`src/rtl/alu_arbiter_if.sv`:
```
// rtl/alu_arbiter_if.sv - request, ALU and response bundle for the shared-ALU arbiter
interface alu_arbiter_if #(
    parameter int WIDTH = 32
);
    logic             req0_valid;
    logic             req0_ready;
    logic [2:0]       req0_op;
    logic [WIDTH-1:0] req0_a;
    logic [WIDTH-1:0] req0_b;

    logic             req1_valid;
    logic             req1_ready;
    logic [2:0]       req1_op;
    logic [WIDTH-1:0] req1_a;
    logic [WIDTH-1:0] req1_b;

    logic [2:0]       alu_op;
    logic [WIDTH-1:0] alu_a;
    logic [WIDTH-1:0] alu_b;
    logic [WIDTH-1:0] alu_result;
    logic             alu_zero;
    logic             alu_sign;

    logic             rsp0_valid;
    logic             rsp0_ready;
    logic             rsp1_valid;
    logic             rsp1_ready;
    logic [WIDTH-1:0] rsp_result;
    logic             rsp_zero;
    logic             rsp_sign;

    logic             busy;

    modport slave (
        input  req0_valid, req0_op, req0_a, req0_b,
        output req0_ready,
        input  req1_valid, req1_op, req1_a, req1_b,
        output req1_ready,
        output alu_op, alu_a, alu_b,
        input  alu_result, alu_zero, alu_sign,
        output rsp0_valid, rsp1_valid, rsp_result, rsp_zero, rsp_sign,
        input  rsp0_ready, rsp1_ready,
        output busy
    );

    modport master (
        output req0_valid, req0_op, req0_a, req0_b,
        input  req0_ready,
        output req1_valid, req1_op, req1_a, req1_b,
        input  req1_ready,
        input  alu_op, alu_a, alu_b,
        output alu_result, alu_zero, alu_sign,
        input  rsp0_valid, rsp1_valid, rsp_result, rsp_zero, rsp_sign,
        output rsp0_ready, rsp1_ready,
        input  busy
    );
endinterface

```
`src/rtl/alu_arbiter.sv`:
```
// rtl/alu_arbiter.sv - round-robin arbiter sharing one external combinational ALU between two ports
module alu_arbiter #(
    parameter int WIDTH = 32
) (
    input  logic          clk,
    input  logic          rst,
    alu_arbiter_if.slave  bus
);
    typedef enum logic [1:0] {
        IDLE = 2'd0,
        EXEC = 2'd1,
        RESP = 2'd2
    } state_t;

    state_t           state;
    state_t           state_next;
    logic             owner;
    logic             last_grant;
    logic             grant;
    logic             accept;
    logic             req0_ready;
    logic             req1_ready;
    logic             rsp0_valid;
    logic             rsp1_valid;
    logic             rsp_taken;

    logic [2:0]       alu_op;
    logic [WIDTH-1:0] alu_a;
    logic [WIDTH-1:0] alu_b;
    logic [WIDTH-1:0] rsp_result;
    logic             rsp_zero;
    logic             rsp_sign;

    // On a tie the port that did not win last time is served.
    always_comb begin
        grant = 1'b0;
        if (bus.req0_valid && bus.req1_valid) begin
            grant = ~last_grant;
        end else if (bus.req1_valid) begin
            grant = 1'b1;
        end
    end

    always_comb begin
        state_next = state;
        req0_ready = 1'b0;
        req1_ready = 1'b0;
        rsp0_valid = 1'b0;
        rsp1_valid = 1'b0;
        accept     = 1'b0;
        rsp_taken  = 1'b0;
        case (state)
            IDLE: begin
                // rst gating keeps ready low while reset is held with a valid request
                req0_ready = !rst && bus.req0_valid && (grant == 1'b0);
                req1_ready = !rst && bus.req1_valid && (grant == 1'b1);
                accept     = req0_ready || req1_ready;
                if (accept) begin
                    state_next = EXEC;
                end
            end
            EXEC: begin
                state_next = RESP;
            end
            RESP: begin
                rsp0_valid = (owner == 1'b0);
                rsp1_valid = (owner == 1'b1);
                rsp_taken  = owner ? bus.rsp1_ready : bus.rsp0_ready;
                if (rsp_taken) begin
                    state_next = IDLE;
                end
            end
            default: begin
                state_next = IDLE;
            end
        endcase
    end

    always_ff @(posedge clk or posedge rst) begin
        if (rst) begin
            state <= IDLE;
        end else begin
            state <= state_next;
        end
    end

    always_ff @(posedge clk or posedge rst) begin
        if (rst) begin
            owner      <= 1'b0;
            last_grant <= 1'b1;
            alu_op     <= 3'd0;
            alu_a      <= '0;
            alu_b      <= '0;
        end else if (accept) begin
            owner      <= grant;
            last_grant <= grant;
            alu_op     <= grant ? bus.req1_op : bus.req0_op;
            alu_a      <= grant ? bus.req1_a  : bus.req0_a;
            alu_b      <= grant ? bus.req1_b  : bus.req0_b;
        end
    end

    // ALU outputs are captured once, in EXEC, and held through RESP.
    always_ff @(posedge clk or posedge rst) begin
        if (rst) begin
            rsp_result <= '0;
            rsp_zero   <= 1'b0;
            rsp_sign   <= 1'b0;
        end else if (state == EXEC) begin
            rsp_result <= bus.alu_result;
            rsp_zero   <= bus.alu_zero;
            rsp_sign   <= bus.alu_sign;
        end
    end

    assign bus.req0_ready = req0_ready;
    assign bus.req1_ready = req1_ready;
    assign bus.alu_op     = alu_op;
    assign bus.alu_a      = alu_a;
    assign bus.alu_b      = alu_b;
    assign bus.rsp0_valid = rsp0_valid;
    assign bus.rsp1_valid = rsp1_valid;
    assign bus.rsp_result = rsp_result;
    assign bus.rsp_zero   = rsp_zero;
    assign bus.rsp_sign   = rsp_sign;
    assign bus.busy       = (state != IDLE);
endmodule

```
`src/flat_wrapper.sv`:
```
// flat-port wrapper written by rule: the top's interface ports become plain ports
module alu_arbiter_flat 
#(
    parameter int WIDTH = 32
)
  (clk, rst, bus_req0_valid, bus_req0_op, bus_req0_a, bus_req0_b, bus_req0_ready, bus_req1_valid, bus_req1_op, bus_req1_a, bus_req1_b, bus_req1_ready, bus_alu_op, bus_alu_a, bus_alu_b, bus_alu_result, bus_alu_zero, bus_alu_sign, bus_rsp0_valid, bus_rsp1_valid, bus_rsp_result, bus_rsp_zero, bus_rsp_sign, bus_rsp0_ready, bus_rsp1_ready, bus_busy);
  alu_arbiter_if #(.WIDTH(WIDTH)) bus_i ();
  input  logic clk;
  input  logic rst;
  input wire logic [$bits(bus_i.req0_valid)-1:0] bus_req0_valid;
  input wire logic [$bits(bus_i.req0_op)-1:0] bus_req0_op;
  input wire logic [$bits(bus_i.req0_a)-1:0] bus_req0_a;
  input wire logic [$bits(bus_i.req0_b)-1:0] bus_req0_b;
  output wire logic [$bits(bus_i.req0_ready)-1:0] bus_req0_ready;
  input wire logic [$bits(bus_i.req1_valid)-1:0] bus_req1_valid;
  input wire logic [$bits(bus_i.req1_op)-1:0] bus_req1_op;
  input wire logic [$bits(bus_i.req1_a)-1:0] bus_req1_a;
  input wire logic [$bits(bus_i.req1_b)-1:0] bus_req1_b;
  output wire logic [$bits(bus_i.req1_ready)-1:0] bus_req1_ready;
  output wire logic [$bits(bus_i.alu_op)-1:0] bus_alu_op;
  output wire logic [$bits(bus_i.alu_a)-1:0] bus_alu_a;
  output wire logic [$bits(bus_i.alu_b)-1:0] bus_alu_b;
  input wire logic [$bits(bus_i.alu_result)-1:0] bus_alu_result;
  input wire logic [$bits(bus_i.alu_zero)-1:0] bus_alu_zero;
  input wire logic [$bits(bus_i.alu_sign)-1:0] bus_alu_sign;
  output wire logic [$bits(bus_i.rsp0_valid)-1:0] bus_rsp0_valid;
  output wire logic [$bits(bus_i.rsp1_valid)-1:0] bus_rsp1_valid;
  output wire logic [$bits(bus_i.rsp_result)-1:0] bus_rsp_result;
  output wire logic [$bits(bus_i.rsp_zero)-1:0] bus_rsp_zero;
  output wire logic [$bits(bus_i.rsp_sign)-1:0] bus_rsp_sign;
  input wire logic [$bits(bus_i.rsp0_ready)-1:0] bus_rsp0_ready;
  input wire logic [$bits(bus_i.rsp1_ready)-1:0] bus_rsp1_ready;
  output wire logic [$bits(bus_i.busy)-1:0] bus_busy;
  assign bus_i.req0_valid = bus_req0_valid;
  assign bus_i.req0_op = bus_req0_op;
  assign bus_i.req0_a = bus_req0_a;
  assign bus_i.req0_b = bus_req0_b;
  assign bus_req0_ready = bus_i.req0_ready;
  assign bus_i.req1_valid = bus_req1_valid;
  assign bus_i.req1_op = bus_req1_op;
  assign bus_i.req1_a = bus_req1_a;
  assign bus_i.req1_b = bus_req1_b;
  assign bus_req1_ready = bus_i.req1_ready;
  assign bus_alu_op = bus_i.alu_op;
  assign bus_alu_a = bus_i.alu_a;
  assign bus_alu_b = bus_i.alu_b;
  assign bus_i.alu_result = bus_alu_result;
  assign bus_i.alu_zero = bus_alu_zero;
  assign bus_i.alu_sign = bus_alu_sign;
  assign bus_rsp0_valid = bus_i.rsp0_valid;
  assign bus_rsp1_valid = bus_i.rsp1_valid;
  assign bus_rsp_result = bus_i.rsp_result;
  assign bus_rsp_zero = bus_i.rsp_zero;
  assign bus_rsp_sign = bus_i.rsp_sign;
  assign bus_i.rsp0_ready = bus_rsp0_ready;
  assign bus_i.rsp1_ready = bus_rsp1_ready;
  assign bus_busy = bus_i.busy;
  alu_arbiter #(.WIDTH(WIDTH)) u_core (.clk(clk), .rst(rst), .bus(bus_i));
endmodule
```
`config.mk`:
```
export PLATFORM = sky130hd
export DESIGN_NAME = alu_arbiter_flat
export DESIGN_NICKNAME = d
export VERILOG_FILES = /design/src/rtl/alu_arbiter_if.sv /design/src/rtl/alu_arbiter.sv /design/src/flat_wrapper.sv
export SDC_FILE = /design/constraint.sdc
export NUM_CORES = 1
export LEC_CHECK = 0
export CAP_MARGIN = 20
export CORE_MARGIN = 1
export CORE_UTILIZATION = 37
export CTS_CLUSTER_DIAMETER = 60
export DETAILED_ROUTE_END_ITERATION = 8
export GPL_TIMING_DRIVEN = 1
export MAX_ROUTING_LAYER = met4
export PLACE_DENSITY = 0.92
export SETUP_SLACK_MARGIN = 0.4
export SLEW_MARGIN = 10
export SYNTH_ARGS = -nofsm -noshare
export SYNTH_HDL_FRONTEND = slang
export SYNTH_SLANG_ARGS = --single-unit
```
`constraint.sdc`:
```
create_clock -name clk -period 3.91 [get_ports clk]
set_input_delay 0.391 -clock clk [delete_from_list [all_inputs] [get_ports clk]]
set_output_delay 0.391 -clock clk [all_outputs]
set_load 0.05 [all_outputs]
```
* After elaboration in Yosys (flattened, before gate mapping)
Cells that the tools add are included.
Word-level totals: output and inout port bits 106, bits of input ports 174, register bits after elaboration 105
Cells by class: mux-type cells 14, equal/unequal tests 4, bitwise logic cells 3, reduce and logical (&&, ||, !) cells 10
Operators by type and width (count):
- two-way mux 32 bit | 2
- two-way mux 1 bit | 8
- one-hot mux 2 bit (3 select lines) | 1
- logical AND 1 bit | 5
- two-way mux 2 bit | 2
- inequality test 2 x 1 -> 1 bit (second input constant) | 2
- two-way mux 3 bit | 1
- inverter 1 bit | 3
- equality test 2 x 1 -> 1 bit (second input constant) | 1
- equality test 2 bit (second input constant) | 1
- zero test 2 bit | 1
- AND reduction 2 bit | 1
- nonzero test 2 bit | 1
- zero test 1 bit | 1
- logical OR 1 bit | 1

* Longest topological paths before layout
Gate-level depths: netlist (run 1).
depth in word-level cells 7, mapped depth 6, mapped depth without buffers 3

* Least setup slack after synthesis (run 1)
Ideal clock, no wire load.
path kind reg2out, start point register u_core.last_grant, end point output bus_req0_ready, buffers on the path 2, setup slack 1.584 ns, cell stages (with the launch flop) 5, data arrival time 1.935 ns, cells stage by stage dfstp_2 > nor2b_1 > clkbuf_1 > clkbuf_1 > nor3_1
On the way: longest elaborated chain between the ends 5
Ends and longest elaborated chain:
- from (decl) | line alu_arbiter.sv:18 | logic last_grant;
- from (signal assigned) | line alu_arbiter.sv:96 | last_grant <= grant;
- inverter 1 bit | line alu_arbiter.sv:38 | grant = ~last_grant;
- two-way mux 1 bit | line alu_arbiter.sv:37 | if (bus.req0_valid && bus.req1_valid) begin
- inverter 1 bit | line alu_arbiter.sv:55 | req0_ready = !rst && bus.req0_valid && (grant == 1'b0);
- logical AND 1 bit | line alu_arbiter.sv:55
- two-way mux 1 bit | line alu_arbiter.sv:52 | case (state)
- to (decl) | line flat_wrapper.sv:14 | output wire logic [$bits(bus_i.req0_ready)-1:0] bus_req0_ready;
Every way passes these cells.

* Worst setup path in the final report (run 1)
start point input rst, end point output bus_req1_ready
On the way: longest elaborated chain between the ends 4
Ends and longest elaborated chain:
- from (decl) | line flat_wrapper.sv:9 | input logic rst;
- zero test 1 bit | line alu_arbiter.sv:56 | req1_ready = !rst && bus.req1_valid && (grant == 1'b1);
- logical AND 1 bit (2 in series) | line alu_arbiter.sv:56
- two-way mux 1 bit | line alu_arbiter.sv:52
- to (decl) | line flat_wrapper.sv:19 | output wire logic [$bits(bus_i.req1_ready)-1:0] bus_req1_ready;
Every way passes these cells.

==> out/metrics.yaml, run 1 <==
gr-total-overflow: 0
synth_warnings: 0
cts_root_buffer: "clkbuf_16"
synthToLayoutAreaGrowth_pct: 69.3
grt_max_degree: 89
netlist_instances: 336
postCtsSetupRepairBufs: 0
vias_per_cell: 5.36
synth_area_per_cell_um2: 13.6
dr.first_iter.drc_count: 284
synth_nets: 510
ioPinCount: 280
synth_edf_count: 0
clock_path_buffers: 2
status: "finished clean"
fillers: 906
fin_skew_ns: 0.0104
ctsHoldBuffers: 0
die_y_um: 113
hold_class: "reg2reg"
crit_arrival_ns: 2.37
insertion_delay_ns: 0.34
grt_pass1_vias: 4323
register_area_um2: 2630
num_antenna_cells: 0
grt.total_usage: 0.228
drv_cap: 0
min-delay-start: "u_core.bus.rsp_result[9]"
ys.flop_type: "dfrtp_1"
critPathLaunchType: "input pin"
crit_start: "rst"
worstMarginPinSlew_ns: 0.794
cts_tree: "done"
drt_first_pass_iters: 4
crit_type: "in2out"
critPathSlowestCell: "clkdlybuf4s50_1"
finalSetupTns_ns: 0
finalCritPeriodShare: 0.707
cts-buffers-inserted: 9
drive_above_1_share: 0.125
grt_pass1_wl_um: 22200
fin_crit_ns: 2.77
multi_input_area_um2: 1750
cp-end-kind: "output port"
setup_viol: 0
clk_pin_slew_ns: 0.07
crit_fanout: 3
slew-limit-headroom: 0.470
ir_drop_uv: 643
die_area_um2: 12800
die_w_um: 113
drv_slew: 0
rrSetupSlack_ns: 1.93
synth_area_um2: 4580
holdPathStages: 1
start_util: 0.380
nNetsFinal: 768
cpMostUsedCell: "clkdlybuf4s50_1"
cp-endpoint: "bus_req1_ready"
port_buffers: 279
ys_types: 25
crit_chain: "clkdlybuf4s50_1, or3_4, nor2_1, clkdlybuf4s50_1"
finalWorstSetupSlack_ns: 1.14
synth.ff_latch_count: 105
vias: 4103
async_reset_ff_frac: 1.00
drc: 0
rsz0062_at_grt: "no"
ant_nets: 0
core_area_um2: 12100
crit_required_ns: 3.52
dp_slack_ns: 1.16
regToRegEndpoint: "u_core.bus.alu_b[13]"
cts_htree_levels: 3
ys_seq_area_frac: 0.574
wl_per_cell_um: 18.9
antenna_found_initial: 0
r2r_start: "u_core.state[1]"
gp_congestion: 0.834
powerDensity_nw_per_um2: 906
rows: 40
dp_hpwl_um: 10200
fmax_mhz: 362
cts_sinks: 105
drt_wl_total_um: 14500
p_leak_nw: 2.96
finalHoldViolCount: 0
ff2ff_path_depth: 4
cts_resized: 0
max_stage_delay_ns: 0.86
==> where the power goes <==
group	switching, mW	internal, mW	total, mW
Clock	0.379	0.445	0.824
Combinational	2.66	1.62	4.28
Sequential	0.310	1.61	1.92
==> placed cells by master, fill, tap and decap left out, types with 2 or more instances in the layout <==
master             n
nand2b_1           2
nor2_1             5
clkdlybuf4s50_1  279
buf_4              8
clkbuf_1           2
clkbuf_16          9
mux2_2            35
a2bb2oi_2          9
dfrtp_1          104
o32ai_1           67
a2bb2oi_1         58
clkinv_2           2
==> kinds of logic after synthesis <==
| group | synth area share |
|---|---|
| compound gates | 0.276 |
| buf+inv | 0.0459 |
| flops | 0.574 |
| mux | 0.0861 |
| simple gates | 0.0178 |
==> cell type report <==
class	count	area share
clock buffers	12	0.0318
clock inverters	3	0.00226
flip-flops and latches	105	0.339
repair buffers	288	0.372
well taps	168	0.0271
multi-input cells	187	0.226
inverters	3	0.00178
==> cell usage after synthesis, types with 2 or more instances <==
cell	count	area [um^2]
a2bb2oi_1	58	508
a2bb2oi_2	9	135
buf_2	15	75.1
buf_6	2	22.5
clkbuf_1	23	86.3
dfrtp_1	104	2600
inv_1	2	7.51
mux2_2	35	394
nand2b_1	2	12.5
nor2_1	5	18.8
o32ai_1	67	587
==> flip-flops by register name, indices dropped and copies added, names as in the netlist <==
| register | cells |
|---|---|
| u_core.last_grant | 1 |
| u_core.bus.alu_b | 32 |
| u_core.bus.alu_op | 3 |
| u_core.bus.rsp_zero | 1 |
| u_core.bus.rsp_result | 32 |
| u_core.state | 2 |
| u_core.bus.alu_a | 32 |
| u_core.bus.rsp_sign | 1 |
| u_core.owner | 1 |
==> per-stage QoR <==
stage          cell area (um^2)   util  power (mW)  hold WS [ns]  std cells
6_report                   7750  0.643        7.02         0.508        766
3_5_place_dp               7460  0.618        6.21         0.492        750
5_1_grt                    7750  0.643        7.30         0.516        766
2_1_floorplan              4580      -        4.72         0.454        336
3_3_place_gp               7460  0.618        6.12         0.489        750
4_1_cts                    7720  0.640        7.07         0.507        765
==> how the worst min path moves through the flow <==
| stage | end | slack [ns] |
|---|---|---|
| 2_1_floorplan | u_core.last_grant | 0.45 |
| 5_1_grt | u_core.bus.rsp_result[9] | 0.52 |
| 3_3_place_gp | u_core.bus.rsp_result[26] | 0.49 |
| 3_5_place_dp | u_core.bus.rsp_result[3] | 0.49 |
| 4_1_cts | u_core.bus.rsp_result[30] | 0.51 |
| 6_report | u_core.bus.rsp_result[9] | 0.51 |
==> routing by layer <==
layer  part of all wire  wire, um  track usage  vias to the layer above
met4              0.029       425       0.0965                        0
met5                  0         0            -                        -
li1                   -         -            -                     1882
met1               0.40      5800        0.263                     1997
met3              0.070      1010       0.0568                       32
met2               0.50      7250        0.380                      192
==> worst max-delay path: cells and delay by family <==
kind	cells	cell delay, ns
buf+inv	2	1.38
simple gates	2	0.61
No activity file was read; power rests on OpenSTA's default activity.
==> inputs of run 2 (changes only) <==
- CORE_UTILIZATION: 37 -> 34
- PLACE_DENSITY: 0.92 -> 0.9
- clock period: 3.91 -> 2.4 ns (I/O delays scaled with it)
==> out/metrics.yaml, run 2 (synthesized netlist as in run 1, its figures left out) <==
finalHoldViolCount: 0  # unchanged
crit_type: "reg2out"
antenna_found_initial: 0  # unchanged
final_common_cell: "clkdlybuf4s50_1"
dp_hpwl_um: 11100  # +8.6%
setup_viol: 0  # unchanged
ioPinCount: 280  # unchanged
insertion_delay_ns: 0.34  # about the same
fmax_mhz: 530
die_y_um: 118  # +4.2%
powerDensity_nw_per_um2: 1490  # +64%
layout_common_cells: "clkdlybuf4s50_1 (274), dfrtp_1 (104), o32ai_1 (67)"
internal_power_mw: 6.18  # +68%
finalSetupTns_ns: 0  # unchanged
grt.total_usage: 0.228  # -0.000486
core_area_um2: 13200  # +9.4%
crit_required_ns: 2.16  # -1.36 ns
gr-total-overflow: 0  # unchanged
cts_sinks: 105  # unchanged
rrSetupSlack_ns: 0.66  # -1.27 ns
rsz0062_at_grt: "no"
start_util: 0.347  # -0.0325
biggestRegsByFlops: "u_core.bus.alu_a x32, u_core.bus.alu_b x32, u_core.bus.rsp_result x32"
ctsHoldBuffers: 0  # unchanged
cp-end-kind: "output port"
p_comb_frac: 0.600  # -0.009
gp_congestion: 0.895  # +7.4%
cts_htree_levels: 3  # unchanged
dr.first_iter.drc_count: 258  # -9.2%
clkPwrFrac: 0.131  # +0.014
die_w_um: 118  # +4.2%
clock_path_buffers: 2  # unchanged
slew-limit-headroom: 0.527  # +0.0569
p_total_mw: 11.7  # +67%
cts_root_buffer: "clkbuf_16"
rows: 42  # +5.0%
die_area_um2: 13900  # +8.7%
cts_tree: "done"
num_antenna_cells: 0  # unchanged
clk_pin_slew_ns: 0.07  # about the same
vias_per_cell: 5.46  # +2.0%
ff2ff_path_depth: 4  # unchanged
grt_max_degree: 71  # -20%
ant_nets: 0  # unchanged
vias: 4249  # +3.6%
drive_above_1_share: 0.140  # +0.0141
port_buffers: 279  # unchanged
critPathLaunchType: "register"
p_seq_frac: 0.269  # -0.004
fin_skew_ns: 0.00644  # -0.00392 ns
grt_pass1_vias: 4650  # +7.6%
drv_slew: 0  # unchanged
wl_per_cell_um: 19.6  # +3.4%
cts-buffers-inserted: 9  # unchanged
ir_drop_uv: 905  # +41%
p_leak_nw: 3.01  # +1.9%
power_switching_mw: 5.51  # +65%
worstMarginPinSlew_ns: 0.708  # -0.0863 ns
fin_crit_ns: 1.89
nNetsFinal: 771  # +0.39%
switching_share: 0.471  # -0.00526
grt_pass1_wl_um: 24000  # +8.3%
drv_cap: 0  # unchanged
finalCritPeriodShare: 0.785
r2r_start: "u_core.last_grant"
regToRegEndpoint: "u_core.bus.alu_b[16]"
hold_class: "in2async"
status: "finished clean"
crit_arrival_ns: 1.65  # -0.72 ns
crit_fanout: 5  # +2
synthToLayoutAreaGrowth_pct: 71.9
drt_first_pass_iters: 4  # unchanged
drc: 0  # unchanged
drt_wl_total_um: 15200  # +5.0%
hold_ws_ns: 0.421  # -0.0876 ns
-- run 2: cell count changes in the layout (fill, tap and decap cells not counted), moves of 2 or more --
cell | previous run | this run
buf_12 | 0 | 4
buf_4 | 8 | 10
clkbuf_1 | 2 | 0
clkbuf_8 | 1 | 3
clkdlybuf4s50_1 | 279 | 274
clkinvlp_4 | 1 | 3
dlygate4sd2_1 | 0 | 3
-- run 2: layer usage --
metal / GRT usage / wire length [um] / share of wire / vias to the layer above
met3: 0.0523 / 1050 / 0.069 / 51
met4: 0.126 / 626 / 0.041 / 0
met1: 0.243 / 5780 / 0.38 / 2082
met5: - / 0 / 0 / -
li1: - / - / - / 1887
met2: 0.391 / 7770 / 0.51 / 229
-- run 2: how the worst max path moves through the flow --
stage                            from                    to  slack [ns]  cells past startpoint
floorplan           u_core.last_grant          u_core.owner        0.63                      5
global placement       bus_req0_valid   u_core.bus.alu_b[8]        0.41                      5
detailed placement     bus_req0_valid  u_core.bus.alu_b[26]        0.31                      5
CTS                   u_core.state[0]        bus_rsp0_valid        0.49                      3
global route          u_core.state[0]        bus_rsp0_valid        0.44                      3
finish                u_core.state[1]        bus_req1_ready        0.51                      3
-- run 2: power groups by stage --
stage | clock [mW] | combinational (mW) | sequential, mW
4_1_cts | 1.59 | 7.05 | 3.15
3_5_place_dp | 0 | 7.04 | 3.16
3_3_place_gp | 0 | 6.90 | 3.11
6_report | 1.53 | 7.02 | 3.15
2_1_floorplan | 0 | 1.74 | 5.96
5_1_grt | 1.66 | 7.26 | 3.25
-- run 2: cell type report --
class	instances	area [um^2]
multi-input cells	187	1770
repair buffers	291	2920
clock buffers	12	267
inverters	3	15.0
clock inverters	4	50.0
flip-flops and latches	105	2630
fillers	1013	5320
well taps	176	220
-- run 2: repair_timing --
action / 4_1_cts / 5_1_grt
resized for setup: 4 / 0
setup buffers: 0 / 0
setup endpoints to repair: 4 / 0
-- run 2: worst max-delay path, stage by stage (launching register included) --
cell	delay, ns
dfrtp_1	0.45
or3_4	0.45
nor2_1	0.17
buf_4	0.23
-- run 2: through the flow --
step                std cells  instance area, um^2  setup WS (ns)   util
global placement          762                 7550          0.409  0.572
detailed placement        762                 7550          0.308  0.572
CTS                       778                 7870          0.489  0.597
floorplan                 336                 4590          0.631      -
finish                    778                 7870          0.515  0.597
global route              778                 7870          0.437  0.597
==> inputs of run 3 (changes only) <==
- CORE_UTILIZATION: 34 -> 37
- PLACE_DENSITY: 0.9 -> 0.92
- clock period: 2.4 -> 1.8 ns (I/O delays scaled with it)
==> out/metrics.yaml, run 3 (synthesized netlist as in run 1, its figures left out) <==
status: "finished clean"
crit_arrival_ns: 1.49  # -0.16 ns
gp_congestion: 0.785  # -12%
layout_common_cells: "clkdlybuf4s50_1 (173), dfrtp_1 (103), a2bb2oi_2 (66)"
ant_nets: 0  # unchanged
vias_per_cell: 5.61  # +2.7%
insertion_delay_ns: 0.34  # about the same
drt_wl_total_um: 18400  # +21%
critPathLaunchType: "register"
fillers: 725  # -28%
cts_tree: "done"
gr-max-usage-layer: "met2"
port_buffers: 279  # unchanged
rsz0062_at_grt: "yes"
drv_cap: 0  # unchanged
final_common_cell: "clkdlybuf4s50_1"
grt_max_degree: 51  # -28%
cts_sinks: 105  # unchanged
fin_cells: 818  # +5.1%
vias: 4586  # +7.9%
finalHoldViolCount: 0  # unchanged
drive_above_1_share: 0.466  # +0.327
nNetsFinal: 819  # +6.2%
hold_class: "in2async"
p_leak_nw: 3.67  # +22%
core_area_um2: 12100  # -8.6%
die_area_um2: 12800  # -8.0%
ir_drop_uv: 1160  # +29%
grt_pass1_vias: 4928  # +6.0%
register_area_um2: 2630  # about the same
antenna_found_initial: 0  # unchanged
ioPinCount: 280  # unchanged
die_y_um: 113  # -4.1%
die_w_um: 113  # -4.1%
powerDensity_nw_per_um2: 1890  # +27%
crit_fanout: 18  # +13
fmax_mhz: 597
rrSetupSlack_ns: 0.14  # -0.52 ns
gr-total-overflow: 0  # unchanged
multi_input_area_um2: 2310  # +31%
fin_skew_ns: 0.0121  # +0.00566 ns
ctsHoldBuffers: 0  # unchanged
crit_type: "reg2out"
dp_hpwl_um: 11200  # +1.3%
finalCritPeriodShare: 0.930
drv_slew: 0  # unchanged
grt.total_usage: 0.281  # +0.0530
grt_pass1_wl_um: 26700  # +11%
drc: 0  # unchanged
p_total_mw: 17.3  # +48%
met2_usage: 0.494  # +0.103
cts-buffers-inserted: 9  # unchanged
cts_root_buffer: "clkbuf_16"
biggestRegsByFlops: "u_core.bus.alu_a x32, u_core.bus.alu_b x32, u_core.bus.rsp_result x32"
synthToLayoutAreaGrowth_pct: 99.7
place_inst: 760  # -0.26%
num_antenna_cells: 0  # unchanged
wl_per_cell_um: 22.5  # +15%
cts_htree_levels: 3  # unchanged
slew-limit-headroom: 0.593  # +0.0658
drt_first_pass_iters: 4  # unchanged
crit_required_ns: 1.62  # -0.54 ns
clock_path_buffers: 2  # unchanged
hold_ws_ns: 0.374  # -0.0466 ns
setup_viol: 0  # unchanged
start_util: 0.380  # +0.0325
cp-end-kind: "output port"
fin_crit_ns: 1.67
use_met1: 0.298  # +0.0558
dr.first_iter.drc_count: 252  # -2.3%
met3_usage: 0.0670  # +0.0146
rows: 40  # -4.8%
worstMarginPinSlew_ns: 0.608  # -0.0995 ns
clk_pin_slew_ns: 0.08  # about the same
-- run 3: cell count changes in the layout (fill, tap and decap cells not counted), moves of 18 or more --
cell / delta
clkdlybuf4s50_1: -101
a2bb2oi_1: -58
a2bb2oi_2: +57
clkdlybuf4s15_2: +55
clkbuf_2: +40
mux2_2: -18
mux2_4: +18
-- run 3: path summary, 6_finish.rpt --
| path | from | end | cells after the start |
|---|---|---|---|
| setup / recovery | u_core.last_grant | bus_req1_ready | 4 |
| hold / removal | rst | u_core.bus.alu_b[24] | 3 |
| setup reg to reg | u_core.last_grant | u_core.bus.alu_a[11] | 6 |
| hold reg to reg | u_core.bus.rsp_result[13] | u_core.bus.rsp_result[13] | 1 |
| max in group asynchronous | rst | u_core.bus.rsp_result[11] | 4 |
| min in group clk | bus_alu_result[18] | u_core.bus.rsp_result[18] | 2 |
-- run 3: per-stage QoR --
step / TNS, ns / worst slack [ns] / instance area, um^2 / util
floorplan: 0 / 0.322 / 4700 / -
global placement: 0 / 0.0967 / 7730 / 0.641
detailed placement: -0.288 / -0.0381 / 7730 / 0.641
CTS: 0 / 0.106 / 8850 / 0.734
global route: 0 / 0.0741 / 9150 / 0.758
finish: 0 / 0.126 / 9150 / 0.758
-- run 3: final cells by class --
type | count | area share
clock inverter | 6 | 0.00834
multi-input combinational | 187 | 0.253
timing repair buffer | 339 | 0.402
inverter | 3 | 0.00164
tap | 168 | 0.0230
clock buffer | 10 | 0.0250
sequential | 105 | 0.288
-- run 3: per-layer routing --
metal,share of wire,wire [um],vias up
met5,0,0,-
met4,0.032,592,0
met3,0.065,1190,50
met2,0.53,9760,229
met1,0.37,6840,2317
li1,-,-,1990
-- run 3: critical path, stage by stage, from the launching register on --
cell and delay, ns:
dfstp_2 0.58, a21bo_2 0.20, buf_12 0.17, nor2_4 0.04, buf_6 0.14
-- run 3: report_power, final --
part / internal, mW / switching [mW]
Clock: 1.10 / 0.897
Combinational: 4.49 / 6.49
Sequential: 3.50 / 0.840
Total: 9.09 / 8.23
-- run 3: what timing repair did --
action	CTS	global route
gates cloned	8	7
endpoints found under the setup margin	174	152
setup buffers	14	13
resized for setup	322	94
pin swaps	2	6
